## config.mk

```make
export PLATFORM = sky130hd
export DESIGN_NAME = rr_decode_arbiter
export DESIGN_NICKNAME = d
export VERILOG_FILES = /design/src/rtl/rr_decode_arbiter.sv
export SDC_FILE = /design/constraint.sdc
export NUM_CORES = 1
export LEC_CHECK = 0
export CAP_MARGIN = 10
export CORE_MARGIN = 4
export CORE_UTILIZATION = 62
export CTS_CLUSTER_DIAMETER = 30
export DETAILED_ROUTE_END_ITERATION = 6
export PLACE_DENSITY = 0.84
export SKIP_CTS_REPAIR_TIMING = 1
export SLEW_MARGIN = 15
export SYNTH_ARGS = -nofsm -noshare
export SYNTH_HDL_FRONTEND = slang
export SYNTH_SLANG_ARGS = --single-unit
```

## constraint.sdc

```tcl
create_clock -name clk -period 11.5 [get_ports clk]
set_input_delay 2.3 -clock clk [delete_from_list [all_inputs] [get_ports clk]]
set_output_delay 2.3 -clock clk [all_outputs]
set_load 0.02 [all_outputs]
```

## src/rtl/rr_decode_arbiter.sv

```systemverilog
// Round-robin arbiter for a shared decoded resource (e.g. a 5-to-32 select decoder).
// Registered grant index/valid/one-hot outputs with hold-time limiting and a one-cycle turnaround.
module rr_decode_arbiter #(
  parameter int unsigned N_REQ    = 32,
  parameter int unsigned IDX_W    = 5,
  parameter int unsigned MAX_HOLD = 16,
  parameter int unsigned CNT_W    = 5
) (
  input  logic              clk,
  input  logic              rst_n,
  input  logic [N_REQ-1:0]  req,
  input  logic              done,
  output logic              gnt_valid,
  output logic [IDX_W-1:0]  gnt_idx,
  output logic [N_REQ-1:0]  gnt_onehot,
  output logic              timeout
);

  localparam int unsigned SCAN_W    = IDX_W + 1;
  localparam int unsigned HOLD_LAST = (MAX_HOLD == 0) ? 0 : MAX_HOLD - 1;
  localparam logic [IDX_W-1:0] LAST_IDX = IDX_W'(N_REQ - 1);

  typedef enum logic [1:0] {
    IDLE  = 2'd0,
    GRANT = 2'd1,
    GAP   = 2'd2
  } state_t;

  state_t              state;
  logic [IDX_W-1:0]    ptr;
  logic [CNT_W-1:0]    hold_cnt;

  logic                win_found;
  logic [IDX_W-1:0]    win_idx;
  logic [SCAN_W-1:0]   scan_pos;
  logic                rel_req;
  logic                rel_hold;
  logic                tenure_end;

  // First requester at or after ptr, wrapping at N_REQ.
  always_comb begin
    win_found = 1'b0;
    win_idx   = '0;
    scan_pos  = '0;
    for (int unsigned k = 0; k < N_REQ; k++) begin
      scan_pos = {1'b0, ptr} + SCAN_W'(k);
      if (scan_pos >= SCAN_W'(N_REQ)) begin
        scan_pos = scan_pos - SCAN_W'(N_REQ);
      end
      if (!win_found && req[scan_pos[IDX_W-1:0]]) begin
        win_found = 1'b1;
        win_idx   = scan_pos[IDX_W-1:0];
      end
    end
  end

  // Tenure release conditions while in GRANT.
  always_comb begin
    rel_req    = !req[gnt_idx];
    rel_hold   = (MAX_HOLD != 0) && (hold_cnt == CNT_W'(HOLD_LAST));
    tenure_end = rel_req || done || rel_hold;
  end

  always_ff @(posedge clk or negedge rst_n) begin
    if (!rst_n) begin
      state      <= IDLE;
      ptr        <= '0;
      hold_cnt   <= '0;
      gnt_valid  <= 1'b0;
      gnt_idx    <= '0;
      gnt_onehot <= '0;
      timeout    <= 1'b0;
    end else begin
      timeout <= 1'b0;
      case (state)
        IDLE, GAP: begin
          if (win_found) begin
            state      <= GRANT;
            gnt_valid  <= 1'b1;
            gnt_idx    <= win_idx;
            gnt_onehot <= N_REQ'(1) << win_idx;
            hold_cnt   <= '0;
          end else begin
            state <= IDLE;
          end
        end
        GRANT: begin
          hold_cnt <= hold_cnt + CNT_W'(1);
          if (tenure_end) begin
            state      <= GAP;
            gnt_valid  <= 1'b0;
            gnt_onehot <= '0;
            ptr        <= (gnt_idx == LAST_IDX) ? '0 : gnt_idx + IDX_W'(1);
            // Flag only a release forced purely by the hold limit.
            timeout    <= rel_hold && !rel_req && !done;
          end
        end
        default: state <= IDLE;
      endcase
    end
  end

endmodule

```

After elaboration in Yosys (flattened, before gate mapping) --
Cells that the tools add are included.
Operators by class: $add $sub $neg 65, magnitude comparators 65, equality and inequality tests 6, shift operators 1, muxes and demuxes 176, reduce and logical (&&, ||, !) cells 75
Operators by type and width (count):
- 5-bit two-way mux | 66
- 5-bit by 6-bit < comparator with 1-bit output (second input constant) | 33
- 6-bit greater-or-equal comparator (second input constant) | 31
- 1-bit binary-select mux with 5-bit select | 33
- 5-bit by 1-bit subtractor with 5-bit output (second input constant) | 32
- 5-bit by 5-bit adder with 6-bit output (second input constant) | 16
- 1-bit two-way mux | 70
- 32-bit two-way mux | 2
- 32-bit case mux with 2 select lines | 1
- 5-bit by 4-bit adder with 6-bit output (second input constant) | 8
- 1-bit logical AND | 33
- 1-bit zero test | 33
- 1-bit by 5-bit << shifter with 32-bit output (first input constant) | 1
- 5-bit by 3-bit adder with 6-bit output (second input constant) | 4
- 5-bit by 2-bit adder with 6-bit output (second input constant) | 2
- 5-bit by 1-bit adder with 5-bit output (second input constant) | 2
- 5-bit case mux with 2 select lines | 1
- 5-bit by 1-bit adder with 6-bit output (second input constant) | 1
- 5-bit by 6-bit greater-or-equal comparator with 1-bit output (second input constant) | 1
- 2-bit AND reduction | 3
- 5-bit by 4-bit == test with 1-bit output (second input constant) | 1
- 5-bit == test (second input constant) | 1
- 2-bit != test (second input constant) | 2
- 2-bit case mux with 2 select lines | 1
- other kinds (9) | 10
Storage, ports and cells: bits in registers 51, bits of input ports 35, output and inout port bits 39

Longest topological paths before layout --
depth after elaboration 101, mapped depth 25, depth with buffers taken out 15

Worst setup path after synthesis --
OpenSTA, ideal clock, no wires.
path type register to register, from register ptr[1], to register gnt_onehot[21], library setup time 0.067 ns, arrival 6.531 ns, slack 4.903 ns, cell stages (with the launch flop) 23, path buffers 9, clock period less this slack 6.597 ns, cell sequence dfrtp_1 buf_6 buf_2 buf_2 buf_4 clkbuf_1 clkinv_1 ha_1 clkbuf_1 buf_2 mux4_2 mux4_2 mux2i_2 nand2_1 or3_4 or4_4 buf_6 or2_1 buf_6 o32ai_4 o31ai_4 nor3b_4 a22o_1
Between the ends: cells in the longest elaborated chain, start to end 101
RTL lines:
- start, declared | RTL line 30 | logic [IDX_W-1:0] ptr;
- start signal, assigned | RTL line 93 | ptr <= (gnt_idx == LAST_IDX) ? '0 : gnt_idx + IDX_W'(1);
- parallel branches: the longest is 101 deep, another holds 5-bit by 1-bit adder with 6-bit output
- end signal, assigned | RTL line 81 | gnt_onehot <= N_REQ'(1) << win_idx;
- end, declared | RTL line 15 | output logic [N_REQ-1:0] gnt_onehot,
Several ways; the timed one is not identified. The select of a mux whose other input is x is not followed. A chain may end at the register's enable or synchronous reset.

Final worst setup path --
from input port req[26], to register gnt_onehot[19]
Between the ends: cells in the longest elaborated chain, start to end 99
RTL lines:
- start, declared | RTL line 11 | input logic [N_REQ-1:0] req,
- 1-bit binary-select mux with 5-bit select | RTL line 50 | if (!win_found && req[scan_pos[IDX_W-1:0]]) begin
- 1-bit two-way mux (implied by the code) | RTL line 50
- 1-bit two-way mux | RTL line 50
- 1-bit zero test | RTL line 50
- 1-bit logical AND | RTL line 50
- 1-bit two-way mux | RTL line 50
- 1-bit zero test | RTL line 50
- 1-bit logical AND | RTL line 50
- (+83 left out)
- 1-bit logical AND | RTL line 50
- 1-bit two-way mux | RTL line 50
- 1-bit zero test | RTL line 50
- 1-bit logical AND | RTL line 50
- 5-bit two-way mux | RTL line 50
- 1-bit by 5-bit << shifter with 32-bit output | RTL line 81
- 32-bit two-way mux | RTL line 77 | if (win_found) begin
- 32-bit case mux with 2 select lines | RTL line 75 | case (state)
Several ways; a longest one is shown, not always the timed one. The select of a mux whose other input is x is not followed.

==> impl_metrics.json <==
{
  "outcome": "completed",
  "ys.flop_type": "dfrtp_1",
  "synth_area_um2": 9540,
  "die_area_um2": 17400,
  "path_max_fanout": 33,
  "synth_edf_count": 0,
  "ys_seq_area_share_pct": 13.4,
  "drtPass1Iterations": 7,
  "synth_commonest_cells": "110 x nand2_1, 82 x mux4_2, 80 x mux2i_1, 57 x o21ai_0, 54 x a21oi_1",
  "hp-class": "reg2reg",
  "skew_ns": 0.00657,
  "synth_cell_types": 93,
  "syn_nets": 1121,
  "r2r-start": "ptr[0]$_DFFE_PN0P_",
  "ioPinCount": 74,
  "cts_buffers": 5,
  "diodes": 0,
  "synthArstFlopShare_pct": 100,
  "dr.first_iter.drc_count": 1695,
  "reg2reg_to": "gnt_onehot[19]$_DFFE_PN0P_",
  "grt_max_degree": 59,
  "hold_viol_final": 0,
  "nets": 1151,
  "fin_crit_ns": 8.21,
  "path_class": "in2reg",
  "die_width_um": 132,
  "period_share_pct": 71.4,
  "cap_viol_max_count": 0,
  "ys_ff_latch": 51,
  "finalSetupTns_ns": 0,
  "critical_path.most_common_cell": "nand2_1",
  "syn_inst": 1070,
  "grt_pass1_vias": 9859,
  "drt-total-wl_um": 38600,
  "core_um2": 15100,
  "worstPathCellList": "clkdlybuf4s50_1 -> mux2_2 -> mux4_2 -> a22oi_1 -> o221ai_1 -> nor3_1 -> buf_4 -> nand4_2 -> or4_4 -> nor3_2 -> a21o_1 -> nand2_1 -> nand2_1 -> nand2_1 -> o21ai_1",
  "fin_util_pct": 69.2,
  "synth_top_area_cell": "mux4_2",
  "post-synth-top-count-cell": "nand2_1",
  "synth_top_area_share_pct": 19.4,
  "gr-total-overflow": 0,
  "slowest_stage": "nand2_1",
  "vias_per_cell": 8.08,
  "max_freq_mhz": 122,
  "gr-usage-all-layers_pct": 43.2,
  "cts_tree": "built",
  "reg2reg_slack_ns": 3.33,
  "routedWlPerCell_um": 29.9,
  "tightest_slew_ns": 1.21,
  "setup.worst_path.start": "req[26]",
  "start_util_pct": 63.0,
  "slowest_delay_ns": 0.80,
  "syn_area_per_cell_um2": 8.92,
  "setup_viol": 0,
  "globalplace.congestion": 1.05,
  "reg2reg_depth": 19,
  "clock_latency_ns": 0.30,
  "rows": 45,
  "hpwl_um": 28100,
  "synthTopCellsByArea": "mux4_2 19%, dfrtp_1 13%, mux2i_1 8.4%",
  "grt_pass1_wl_um": 59100,
  "slew_violations": 0,
  "max-slew-margin-rel_pct": 19.2,
  "startpoint_type": "input port",
  "crit_arrival_ns": 8.41,
  "clk_pin_slew_ns": 0.07,
  "vias": 10400,
  "cts_root_buf": "clkbuf_16",
  "syn_to_final_growth_pct": 9.77,
  "clock-sinks": 51,
  "cp-end-kind": "flop",
  "yosysWarningCount": 0,
  "antenna_found_initial": 0,
  "drive_above_1_share_pct": 17.9,
  "htree_num_levels": 2,
  "hold_depth": 2,
  "drc": 0,
  "port-buffer-count": 73,
  "ant_nets": 0,
  "cts_buffer_depth": 2,
  "fp.dieH_um": 132,
  "rsz0062_at_grt": "false",
  "whs_endpoint": "gnt_onehot[18]$_DFFE_PN0P_",
  "crit_required_ns": 11.71,
  "min_from": "gnt_onehot[18]$_DFFE_PN0P_"
}
## flip-flops by register name (all words and copies together), names as in the netlist
| register | count |
|---|---|
| ptr | 5 |
| hold_cnt | 5 |
| gnt_valid | 1 |
| timeout | 1 |
| state | 2 |
| gnt_idx | 5 |
| gnt_onehot | 32 |
## layer usage
| layer | vias to the layer above | global-route usage, % | wire length [µm] | share of wire (%) |
|---|---|---|---|---|
| li1 | 4309 | - | - | - |
| met1 | 4919 | 58.5 | 13800 | 36 |
| met2 | 975 | 63.9 | 16400 | 42 |
| met3 | 216 | 13.0 | 5910 | 15 |
| met4 | 0 | 19.8 | 2530 | 6.6 |
| met5 | - | 0 | 0 | 0 |
## layout make-up
cell class	count	area, µm²
flip-flops and latches	51	1280
clock buffers	5	125
repair buffers	98	913
clock inverters	3	27.5
multi-input cells	923	7820
inverters	21	78.8
fillers	1191	4670
well taps	188	235
## worst max path at each step
stage / endpoint / cells after the start
after floorplan: gnt_onehot[21]$_DFFE_PN0P_ / 22
after global placement: gnt_onehot[4]$_DFFE_PN0P_ / 14
after detailed placement: gnt_onehot[9]$_DFFE_PN0P_ / 15
after CTS: gnt_onehot[19]$_DFFE_PN0P_ / 15
after global routing: gnt_onehot[19]$_DFFE_PN0P_ / 19
final: gnt_onehot[19]$_DFFE_PN0P_ / 15
## cells in the final DEF, fill, tap and decap left out, drive strengths merged, types with 6 or more instances in the layout
cell type / n
nand2: 110
mux4: 87
mux2i: 81
o21ai: 75
clkdlybuf4s50: 72
a21oi: 54
nor2: 53
dfrtp: 51
nand3: 40
mux2: 39
nor3: 33
xnor2: 27
buf: 26
inv: 20
a22o: 19
or3: 18
o22ai: 17
ha: 16
nor2b: 15
nor4: 15
nand2b: 13
o211ai: 13
a211oi: 12
and2: 11
nand4: 11
a21o: 10
and3: 8
o221ai: 7
a21boi: 7
xor2: 7
o2111ai: 7
or2: 7
a2111oi: 6
a31oi: 6
or4: 6
nand3b: 6
## per-stage QoR
step           area [µm²]  worst slack [ns]  hold WS, ns  instances
3_5_place_dp        10300              3.30        0.481       1281
4_1_cts             10500              3.50        0.496       1289
3_3_place_gp        10300              3.37        0.472       1281
2_1_floorplan        9540              4.90        0.469       1070
5_1_grt             10500              2.69        0.527       1289
6_report            10500              3.29        0.495       1289
## cells by family after synthesis
group | after synthesis | synth area share [%]
AOI/OAI and AO/OA | 300 | 22.2
adders and majority gates | 16 | 2.10
xor gates and xnor gates | 34 | 3.12
DFF | 51 | 13.4
muxes | 207 | 33.9
and+or+nand+nor | 366 | 20.5
buffers and inverters | 96 | 4.81
## worst max-delay path: cells and delay by family
kind | cells | cell delay, ns
muxes | 2 | 0.95
AOI/OAI and AO/OA | 4 | 1.34
buffers and inverters | 2 | 0.94
and+or+nand+nor | 7 | 2.84
Power is not shown: default switching activity piles up to over one toggle a cycle in this logic, so the estimate is an artifact.
